`src/rtl/alu_rr_scheduler.sv`:
```
// -----------------------------------------------------------------------------
// alu_rr_scheduler
//   A round-robin scheduler that shares one 4-bit ALU among NREQ requesters.
//   On each cycle the response slot is free, it grants one valid requester. The
//   granted operands drive the shared ALU. The result is registered into a
//   single-entry response slot, tagged with the index of the winning requester.
//   When the slot drains and a new request is accepted in the same cycle, the
//   scheduler sustains one operation per cycle.
//
// Optional feature (compile-time macro ALU_RR_SCHED_STATS_EN):
//   Adds output acc_cnt_o, a 16-bit saturating count of accepted requests.
//
// ALU opcodes (req_sel):
//   000 add  {cout,res} = a + b + cin
//   001 sub  {cout,res} = a - b - cin   (5-bit, wraps modulo 32)
//   010 and  011 or  100 xor  101 not(a)   -- cout forced to 0
//   110 shl  res = a << 1, cout = a[3]
//   111 shr  res = a >> 1, cout = a[0]
//
// Ports:
//   clk           rising-edge clock
//   rst_n         asynchronous active-low reset
//   req_valid_i   [NREQ]    per-requester request valid
//   req_ready_o   [NREQ]    per-requester accept (one-hot or zero)
//   req_sel_i     [3*NREQ]  opcode, slice i = [3i+2:3i]
//   req_a_i       [4*NREQ]  operand A, slice i = [4i+3:4i]
//   req_b_i       [4*NREQ]  operand B, slice i = [4i+3:4i]
//   req_cin_i     [NREQ]    carry/borrow-in
//   rsp_valid_o             response slot full
//   rsp_ready_i             consumer accepts the response
//   rsp_id_o      [IDW]     index of the requester that produced the response
//   rsp_result_o  [4]       registered ALU result
//   rsp_cout_o              registered ALU carry/shift-out
//   acc_cnt_o     [16]      accept counter (only with ALU_RR_SCHED_STATS_EN)
// -----------------------------------------------------------------------------

// Shared 4-bit combinational ALU.
module alu4 (
  input  logic [2:0] sel_i,
  input  logic [3:0] a_i,
  input  logic [3:0] b_i,
  input  logic       cin_i,
  output logic [3:0] result_o,
  output logic       cout_o
);
  typedef enum logic [2:0] {
    OP_ADD = 3'b000,
    OP_SUB = 3'b001,
    OP_AND = 3'b010,
    OP_OR  = 3'b011,
    OP_XOR = 3'b100,
    OP_NOT = 3'b101,
    OP_SHL = 3'b110,
    OP_SHR = 3'b111
  } alu_op_e;

  logic [4:0] sum;

  always_comb begin
    // NOTE: every combinational output gets a default first, so no path can leave it unassigned and infer a latch.
    sum = 5'd0;
    case (alu_op_e'(sel_i))
      OP_ADD: sum = {1'b0, a_i} + {1'b0, b_i} + {4'd0, cin_i};
      // 5-bit subtraction wraps naturally, so a borrow shows up in sum[4].
      OP_SUB: sum = {1'b0, a_i} - {1'b0, b_i} - {4'd0, cin_i};
      OP_AND: sum = {1'b0, a_i & b_i};
      OP_OR:  sum = {1'b0, a_i | b_i};
      OP_XOR: sum = {1'b0, a_i ^ b_i};
      OP_NOT: sum = {1'b0, ~a_i};
      OP_SHL: sum = {a_i[3], a_i[2:0], 1'b0};
      OP_SHR: sum = {a_i[0], 1'b0, a_i[3:1]};
      default: sum = 5'd0;
    endcase
  end

  assign result_o = sum[3:0];
  assign cout_o   = sum[4];
endmodule

module alu_rr_scheduler #(
  parameter int NREQ = 4,
  parameter int IDW  = $clog2(NREQ)
) (
  input  logic              clk,
  input  logic              rst_n,
  input  logic [NREQ-1:0]   req_valid_i,
  output logic [NREQ-1:0]   req_ready_o,
  input  logic [3*NREQ-1:0] req_sel_i,
  input  logic [4*NREQ-1:0] req_a_i,
  input  logic [4*NREQ-1:0] req_b_i,
  input  logic [NREQ-1:0]   req_cin_i,
  output logic              rsp_valid_o,
  input  logic              rsp_ready_i,
  output logic [IDW-1:0]    rsp_id_o,
  output logic [3:0]        rsp_result_o,
  output logic              rsp_cout_o
`ifdef ALU_RR_SCHED_STATS_EN
  ,
  output logic [15:0]       acc_cnt_o
`endif
);

  typedef enum logic {
    EMPTY = 1'b0,
    FULL  = 1'b1
  } state_e;

  state_e         state_q;
  logic [IDW-1:0] ptr_q;
  logic [IDW-1:0] rsp_id_q;
  logic [3:0]     rsp_result_q;
  logic           rsp_cout_q;

  logic           slot_free;
  logic           hi_found;
  logic           lo_found;
  logic [IDW-1:0] hi_idx;
  logic [IDW-1:0] lo_idx;
  logic [IDW-1:0] win_idx;
  logic           grant_en;
  logic           accept;
  logic [IDW-1:0] ptr_d;

  logic [2:0]     op_sel;
  logic [3:0]     op_a;
  logic [3:0]     op_b;
  logic           op_cin;
  logic [3:0]     alu_result;
  logic           alu_cout;

  assign slot_free = (state_q == EMPTY) || rsp_ready_i;

  // Round-robin search without a rotator. hi_* holds the lowest valid index
  // at or above ptr, and lo_* holds the lowest valid index overall. When no
  // valid index exists at or above ptr, the search wraps around to lo_*.
  always_comb begin
    hi_found = 1'b0;
    hi_idx   = '0;
    lo_found = 1'b0;
    lo_idx   = '0;
    for (int i = NREQ - 1; i >= 0; i--) begin
      if (req_valid_i[i]) begin
        lo_found = 1'b1;
        lo_idx   = IDW'(i);
        if (IDW'(i) >= ptr_q) begin
          hi_found = 1'b1;
          hi_idx   = IDW'(i);
        end
      end
    end
  end

  assign win_idx  = hi_found ? hi_idx : lo_idx;
  // Gating with rst_n keeps every ready low while reset is held.
  assign grant_en = rst_n && slot_free && lo_found;

  always_comb begin
    req_ready_o = '0;
    for (int i = 0; i < NREQ; i++) begin
      req_ready_o[i] = grant_en && (win_idx == IDW'(i));
    end
  end

  assign accept = |(req_ready_o & req_valid_i);
  assign ptr_d  = (win_idx == IDW'(NREQ - 1)) ? '0 : win_idx + IDW'(1);

  // Operand mux: only the winner's slices reach the shared ALU.
  always_comb begin
    op_sel = '0;
    op_a   = '0;
    op_b   = '0;
    op_cin = 1'b0;
    for (int i = 0; i < NREQ; i++) begin
      if (win_idx == IDW'(i)) begin
        op_sel = req_sel_i[3*i +: 3];
        op_a   = req_a_i[4*i +: 4];
        op_b   = req_b_i[4*i +: 4];
        op_cin = req_cin_i[i];
      end
    end
  end

  alu4 u_alu (
    .sel_i    (op_sel),
    .a_i      (op_a),
    .b_i      (op_b),
    .cin_i    (op_cin),
    .result_o (alu_result),
    .cout_o   (alu_cout)
  );

  // Response slot FSM. An accept always loads the slot and leaves it FULL,
  // whether the slot was EMPTY or was draining in the same cycle. When the
  // slot drains with no accept, the response registers keep their old values.
  always_ff @(posedge clk or negedge rst_n) begin
    if (!rst_n) begin
      state_q      <= EMPTY;
      ptr_q        <= '0;
      rsp_id_q     <= '0;
      rsp_result_q <= '0;
      rsp_cout_q   <= 1'b0;
    end else begin
      // NOTE: non-blocking assignments, so every register here samples pre-edge values.
      case (state_q)
        EMPTY: begin
          if (accept) begin
            state_q <= FULL;
          end
        end
        FULL: begin
          if (!accept && rsp_ready_i) begin
            state_q <= EMPTY;
          end
        end
        default: state_q <= EMPTY;
      endcase
      if (accept) begin
        ptr_q        <= ptr_d;
        rsp_id_q     <= win_idx;
        rsp_result_q <= alu_result;
        rsp_cout_q   <= alu_cout;
      end
    end
  end

  assign rsp_valid_o  = (state_q == FULL);
  assign rsp_id_o     = rsp_id_q;
  assign rsp_result_o = rsp_result_q;
  assign rsp_cout_o   = rsp_cout_q;

`ifdef ALU_RR_SCHED_STATS_EN
  logic [15:0] acc_cnt_q;

  always_ff @(posedge clk or negedge rst_n) begin
    if (!rst_n) begin
      acc_cnt_q <= '0;
    end else if (accept && (acc_cnt_q != 16'hFFFF)) begin
      acc_cnt_q <= acc_cnt_q + 16'd1;
    end
  end

  assign acc_cnt_o = acc_cnt_q;
`endif

endmodule

```
`config.mk`:
```
export PLATFORM = sky130hd
export DESIGN_NAME = alu_rr_scheduler
export DESIGN_NICKNAME = d
export VERILOG_FILES = /design/src/rtl/alu_rr_scheduler.sv
export SDC_FILE = /design/constraint.sdc
export NUM_CORES = 1
export LEC_CHECK = 0
export CAP_MARGIN = 20
export CORE_ASPECT_RATIO = 1.2
export CORE_MARGIN = 8
export CORE_UTILIZATION = 30
export CTS_BUF_LIST = sky130_fd_sc_hd__clkbuf_4
export CTS_CLUSTER_SIZE = 24
export DETAILED_ROUTE_END_ITERATION = 10
export PLACE_DENSITY = 0.59
export SETUP_SLACK_MARGIN = 0.5
export SLEW_MARGIN = 20
export SYNTH_ARGS = -nofsm -noshare
export SYNTH_HDL_FRONTEND = slang
export SYNTH_HIERARCHICAL = 1
export SYNTH_SLANG_ARGS = --single-unit
```
`constraint.sdc`:
```
create_clock -name clk -period 3.8 [get_ports clk]
set_input_delay 0.95 -clock clk [delete_from_list [all_inputs] [get_ports clk]]
set_output_delay 0.95 -clock clk [all_outputs]
set_load 0.02 [all_outputs]
```
==> results of run 1 <==
## placed cells by master (no fill, tap or decap), types with 3 or more instances in the layout
cell              n
clkdlybuf4s50_1  58
buf_4            58
nand2_1          22
o21ai_0          16
inv_1            14
buf_6            14
o21ai_1          13
a221o_1          11
dfrtp_1          10
ha_4              8
ha_1              8
inv_2             5
o21ai_2           5
mux2_2            5
nor2_1            4
nand2b_1          4
mux2i_1           4
fa_2              4
clkbuf_4          3
buf_12            3
## logic make-up (layout without fill, tap and decap cells)
group                      count (synthesis)  count (layout)  share of synthesized area (%)
DFF                                       10              10                           15.6
adders and majority gates                 21              21                           18.7
AOI/OAI and AO/OA                         74              74                           32.7
and+or+nand+nor                           45              45                           14.2
buffers and inverters                     31             160                           8.50
xor gates and xnor gates                   3               3                           1.64
muxes                                     13              13                           8.65
## metrics by stage
| step | TNS [ns] | instance area (µm²) | total power, µW | hold slack, ns | util [%] |
|---|---|---|---|---|---|
| 3_5_place_dp | -5.32 | 2750 | 2500 | 0.485 | 52.6 |
| 2_1_floorplan | -0.915 | 1690 | 1620 | 0.561 | - |
| 5_1_grt | -0.774 | 3160 | 3430 | 0.534 | 60.5 |
| 3_3_place_gp | -4.89 | 2750 | 2490 | 0.478 | 52.6 |
| 6_report | -0.344 | 3160 | 3160 | 0.502 | 60.5 |
| 4_1_cts | -0.420 | 2900 | 2800 | 0.503 | 55.4 |
## metal layers
layer | global-route usage [%] | vias to the layer above | share of wire, %
li1 | - | 980 | -
met1 | 16.7 | 919 | 39
met2 | 25.9 | 41 | 57
met3 | 2.24 | 8 | 2.9
met4 | 3.60 | 0 | 1.5
met5 | 0 | - | 0
## power groups by stage
stage,combinational (µW),clock [µW],sequential [µW]
after CTS,2520,70.4,206
after floorplan,1370,0,245
after global routing,3130,78.3,222
final,2880,66.5,215
after detailed placement,2290,0,204
after global placement,2290,0,202
## worst paths after layout
check | end | depth (start not counted) | from | slack, ns
max reg2reg | rsp_result_o[1] | 15 | ptr_q[1] | -0.04
min in group asynchronous | ptr_q[1] | 2 | rst_n | 1.01
min reg2reg | rsp_id_o[0] | 2 | rsp_id_o[0] | 0.50
max | rsp_result_o[1] | 16 | req_valid_i[3] | -0.15
min | rsp_id_o[0] | 2 | rsp_id_o[0] | 0.50
max in group asynchronous | rsp_cout_o | 2 | rst_n | 2.63
## registers in the layout (all words and copies together), names as in the netlist
signal        cells
ptr_q             2
rsp_id_o          2
rsp_result_o      4
rsp_cout_o        1
rsp_valid_o       1
## cells in the mapped netlist (2+ instances only)
cell / n / share of area, %
a21o_1: 2 / 0.94
a21oi_1: 3 / 0.94
a221o_1: 11 / 6.9
a221oi_1: 2 / 1.1
a221oi_2: 2 / 1.9
a22o_1: 2 / 1.1
a22oi_1: 2 / 0.94
a31oi_1: 2 / 0.78
a32oi_1: 2 / 1.1
and2_1: 3 / 1.2
buf_4: 5 / 2.3
clkbuf_1: 5 / 1.2
dfrtp_1: 10 / 16
fa_1: 5 / 6.2
ha_1: 16 / 12
inv_1: 18 / 4.2
inv_2: 2 / 0.47
mux2_2: 7 / 4.9
mux2i_1: 6 / 3.7
nand2_1: 22 / 5.1
nand2b_1: 5 / 1.9
nor2_1: 4 / 0.94
nor2b_1: 4 / 1.6
nor3_1: 2 / 0.62
o21ai_0: 29 / 9.0
o21ai_1: 5 / 1.6
o22ai_1: 2 / 0.78
xor2_1: 2 / 1.1
## cell type report
cell class	instances	area, µm²
sequential	10	250
tap	62	77.6
inverter	20	80.1
multi-input combinational	156	1470
clock buffer	3	22.5
timing repair buffer	137	1260
fill	466	2060
## critical path, cell delays in order
cell and delay [ns]:
buf_8 0.09, mux2i_4 0.07, a221oi_4 0.34, inv_2 0.10, ha_4 0.17, nor2b_4 0.14, a221o_1 0.35, o21ai_2 0.08
o21ai_2 0.09, fa_2 0.40, buf_6 0.13, fa_2 0.52, a221oi_2 0.06, a311oi_2 0.23, a22oi_2 0.10, mux2_4 0.28
## what timing repair did
action                     CTS  global route
resized for setup           57            42
pin swaps                   22            28
buffers inserted             8            13
setup endpoints to repair   11             9
==> flow_summary.ini, run 1 <==
[die]
dieHeight_um = 96.1
die_area_mm2 = 0.00796
start_util_pct = 30.7
die_x_um = 82.8
core-area_mm2 = 0.00523
num_rows = 29
ios = 67

[global_routing]
antenna_found_initial = 0
grt_max_degree = 16
grt_pass1_vias = 1947
grt_pass1_wl_um = 8990
globalRoute.totalOverflow = 0
grt_usage_pct = 14.3

[power_and_ir_drop]
pwr-share-seq_pct = 6.8
internal_power_uw = 1740
combinationalPowerShare_pct = 91.1
vdd_drop_max_v = 0.000541
switching_share_pct = 44.9
p_clk_share_pct = 2.1
power_leakage_uw = 0.00136
p_per_area_mw_per_mm2 = 999
switchingPower_uw = 1420

[detailed_routing]
vias = 1948
ant_nets = 0
first_pass_iters = 4
drt_wl_total_um = 6120
via_per_inst = 5.02
wire_per_inst_um = 15.8
drtIter0Drc = 92
drc = 0

[finish]
area_delta_synth_final_pct = 97.0
final_cells = 388
drive_above_1_share_pct = 41.1
diodes = 0
final_nets = 404

[placed_design]
hpwl_um = 4910
portBuffers = 66
pre_cts_slack_ns = -0.841
gp_congestion = 0.868
dp.cells = 364

[critical_path]
critPathLaunchType = input pin
path_max_fanout = 6
critPathArrivalTime_ns = 4.09
worstSetupPathType = input pin to flip-flop
required_ns = 3.94
worstSetupEndpointType = flip-flop

[clock_network]
clk-insertion-delay-late_ns = 0.25
clk_path_buf_depth = 2
cts_tree = built
root_buffer = clkbuf_4
clk_pin_slew_worst_paths_ns = 0.06
clock_sinks = 10
htree_levels = 1
ctsHoldBuffers = 0
cts_buffers = 3

[synthesis]
synth.avg_cell_area_um2 = 8.15
syn_area_mm2 = 0.00161
synth_warnings = 6
synth-edff-count = 0
syn_inst = 197
synth_nets = 273
yosysSeqAreaShare_pct = 15.6
synth-seq-cells = 10
synth_ff_type = dfrtp_1
yosysUniqueCellTypes = 45
ys_async_sr_fraction_pct = 100

[run_status]
violations = setup timing
status = complete, but fails checks

[timing]
fin_crit_ns = 3.95
finalWorstSetupSlack_ns = -0.152
worst_slew_pin_slew_ns = 0.349
max_freq_mhz = 253
rsz0062_at_grt = true
relSlewSlack_pct = 76.6
hold_violations = 0
skew_ns = 0.00483
slew_viol_final = 0
fin_crit_sh_pct = 104
setup_viol = 4

[hold_path]
hold_path.class = flip-flop to flip-flop

[flow_run]
drv_cap = 0
(Power assumes the default switching activity.)
==> inputs of run 2 (changes only) <==
--- a/config.mk
+++ b/config.mk
@@ -8,11 +8,11 @@
 export CAP_MARGIN = 20
 export CORE_ASPECT_RATIO = 1.2
 export CORE_MARGIN = 8
-export CORE_UTILIZATION = 30
+export CORE_UTILIZATION = 40
 export CTS_BUF_LIST = sky130_fd_sc_hd__clkbuf_4
 export CTS_CLUSTER_SIZE = 24
 export DETAILED_ROUTE_END_ITERATION = 10
-export PLACE_DENSITY = 0.59
+export PLACE_DENSITY = 0.76
 export SETUP_SLACK_MARGIN = 0.5
 export SLEW_MARGIN = 20
 export SYNTH_ARGS = -nofsm -noshare
==> constraint.sdc (replaced) <==
create_clock -name clk -period 3.8 [get_ports clk]
set_input_delay 0.95 -clock clk [delete_from_list [all_inputs] [get_ports clk]]
set_output_delay 0.95 -clock clk [all_outputs]
set_load 0.05 [all_outputs]
==> flow_summary.ini, run 2 (same netlist as run 1, synthesis figures left out) <==
[critical_path]
reg2reg_to = rsp_result_o[1]
reg2reg_from = ptr_q[1]
critPathArrivalTime_ns = 4.11
worstSetupPathType = input pin to flip-flop
rr_worst_depth = 14
reg2reg_slack_ns = -0.07
critPathLaunchType = input pin
path_max_fanout = 5
required_ns = 3.97
worstSetupEndpointType = flip-flop

[die]
die_x_um = 73.8
core-area_mm2 = 0.00391
dieHeight_um = 85.4
start_util_pct = 41.1
num_rows = 25
ios = 67
die_area_mm2 = 0.00630

[finish]
multiInputGateArea_mm2 = 0.00150
mostFrequentLayoutCell = buf_4
final_core_util_pct = 83.6
seq_area_um2 = 250
final_cell_mix = buf_4, clkdlybuf4s50_1, nand2_1
drive_above_1_share_pct = 44.8
diodes = 0
largest_register_ffs = 4
design_area_mm2 = 0.00327
fillers = 213
final_nets = 412
area_delta_synth_final_pct = 104

[hold_path]
holdPathEnd = rsp_id_o[0]
hp-start = rsp_id_o[0]
hold_path.class = flip-flop to flip-flop
hold_depth = 2

[clock_network]
root_buffer = clkbuf_4
clk_pin_slew_worst_paths_ns = 0.07
cts_tree = built
htree_levels = 1
clk_path_buf_depth = 2
cts_buffers = 3
clock_sinks = 10
clk-insertion-delay-late_ns = 0.28

[timing]
relSlewSlack_pct = 64.8
rsz0062_at_grt = true
finalWorstSetupSlack_ns = -0.140
hold_violations = 0
worst_slew_pin_slew_ns = 0.527
skew_ns = 0.0147
max_freq_mhz = 254
fin_crit_sh_pct = 104
setup_viol = 5
slew_viol_final = 0
fin_crit_ns = 3.94
holdWs_ns = 0.507

[placed_design]
gp_congestion = 0.895
pre_cts_slack_ns = -0.838
dpl-instance-area_mm2 = 0.00279
hpwl_um = 4910
portBuffers = 66

[global_routing]
grt_usage_pct = 21.5
grt_max_degree = 14
antenna_found_initial = 0
grt_pass1_wl_um = 10700
grt_pass1_vias = 2345
globalRoute.totalOverflow = 0

[power_and_ir_drop]
p_per_area_mw_per_mm2 = 1070
finalPower_uw = 3500
power_leakage_uw = 0.00142
vdd_drop_max_v = 0.000704

[detailed_routing]
first_pass_iters = 4
via_per_inst = 5.58
drt_wl_total_um = 7570
wire_per_inst_um = 19.5
drc = 0
ant_nets = 0
drtIter0Drc = 104
vias = 2170

[run_status]
violations = setup timing
status = complete, but fails checks

[flow_run]
drv_cap = 0
-- run 2: where the power goes --
part           switching [µW]  total [µW]  internal (µW)
sequential               58.2         218            160
combinational            1580        3210           1630
clock                    39.2        77.2           38.0
-- run 2: repair_timing --
action,4_1_cts,5_1_grt
pin swaps,29,21
setup buffers,13,9
hold buffers,0,0
hold endpoints to repair,0,0
resized for setup,66,22
cloned,1,0
endpoints found under the setup margin,11,8
-- run 2: final cells by class --
cell class                 instances  share of cell area, %
sequential                        10                   7.66
clock buffer                       3                  0.689
inverter                          20                   2.53
multi-input combinational        157                   45.9
clock inverter                     1                  0.115
timing repair buffer             144                   41.1
tap                               54                   2.07
-- run 2: worst max-delay path by stage --
stage / startpoint / end / depth (start not counted)
3_5_place_dp: req_valid_i[1] / rsp_result_o[3] / 18
4_1_cts: req_valid_i[2] / rsp_result_o[1] / 15
5_1_grt: req_valid_i[1] / rsp_result_o[1] / 16
6_report: req_valid_i[1] / rsp_result_o[1] / 16
2_1_floorplan: req_valid_i[3] / rsp_result_o[3] / 17
3_3_place_gp: req_valid_i[3] / rsp_result_o[3] / 17
-- run 2: stage by stage --
stage | TNS, ns | std cells
CTS | -0.0332 | 380
global placement | -3.42 | 362
floorplan | -0.915 | 197
global route | -0.926 | 389
detailed placement | -4.02 | 362
finish | -0.393 | 389
-- run 2: metal layers --
metal / share of wire, % / up-vias / track usage [%] / wire [µm]
li1: - / 1005 / - / -
met5: 0 / - / 0 / 0
met4: 6.4 / 0 / 13.3 / 485
met1: 36 / 1018 / 22.3 / 2720
met2: 52 / 106 / 38.5 / 3950
met3: 5.4 / 41 / 3.54 / 410
-- run 2: worst max-delay path, stage by stage --
cell and delay [ns]:
buf_8 0.11, a21boi_2 0.15, o22ai_2 0.08, a21o_4 0.23
ha_4 0.19, nor2b_4 0.17, a221o_1 0.17, o21ai_2 0.06
o21ai_2 0.17, inv_2 0.07, fa_2 0.43, fa_2 0.56
a221oi_2 0.06, a311oi_1 0.28, a22oi_1 0.14, mux2_4 0.29
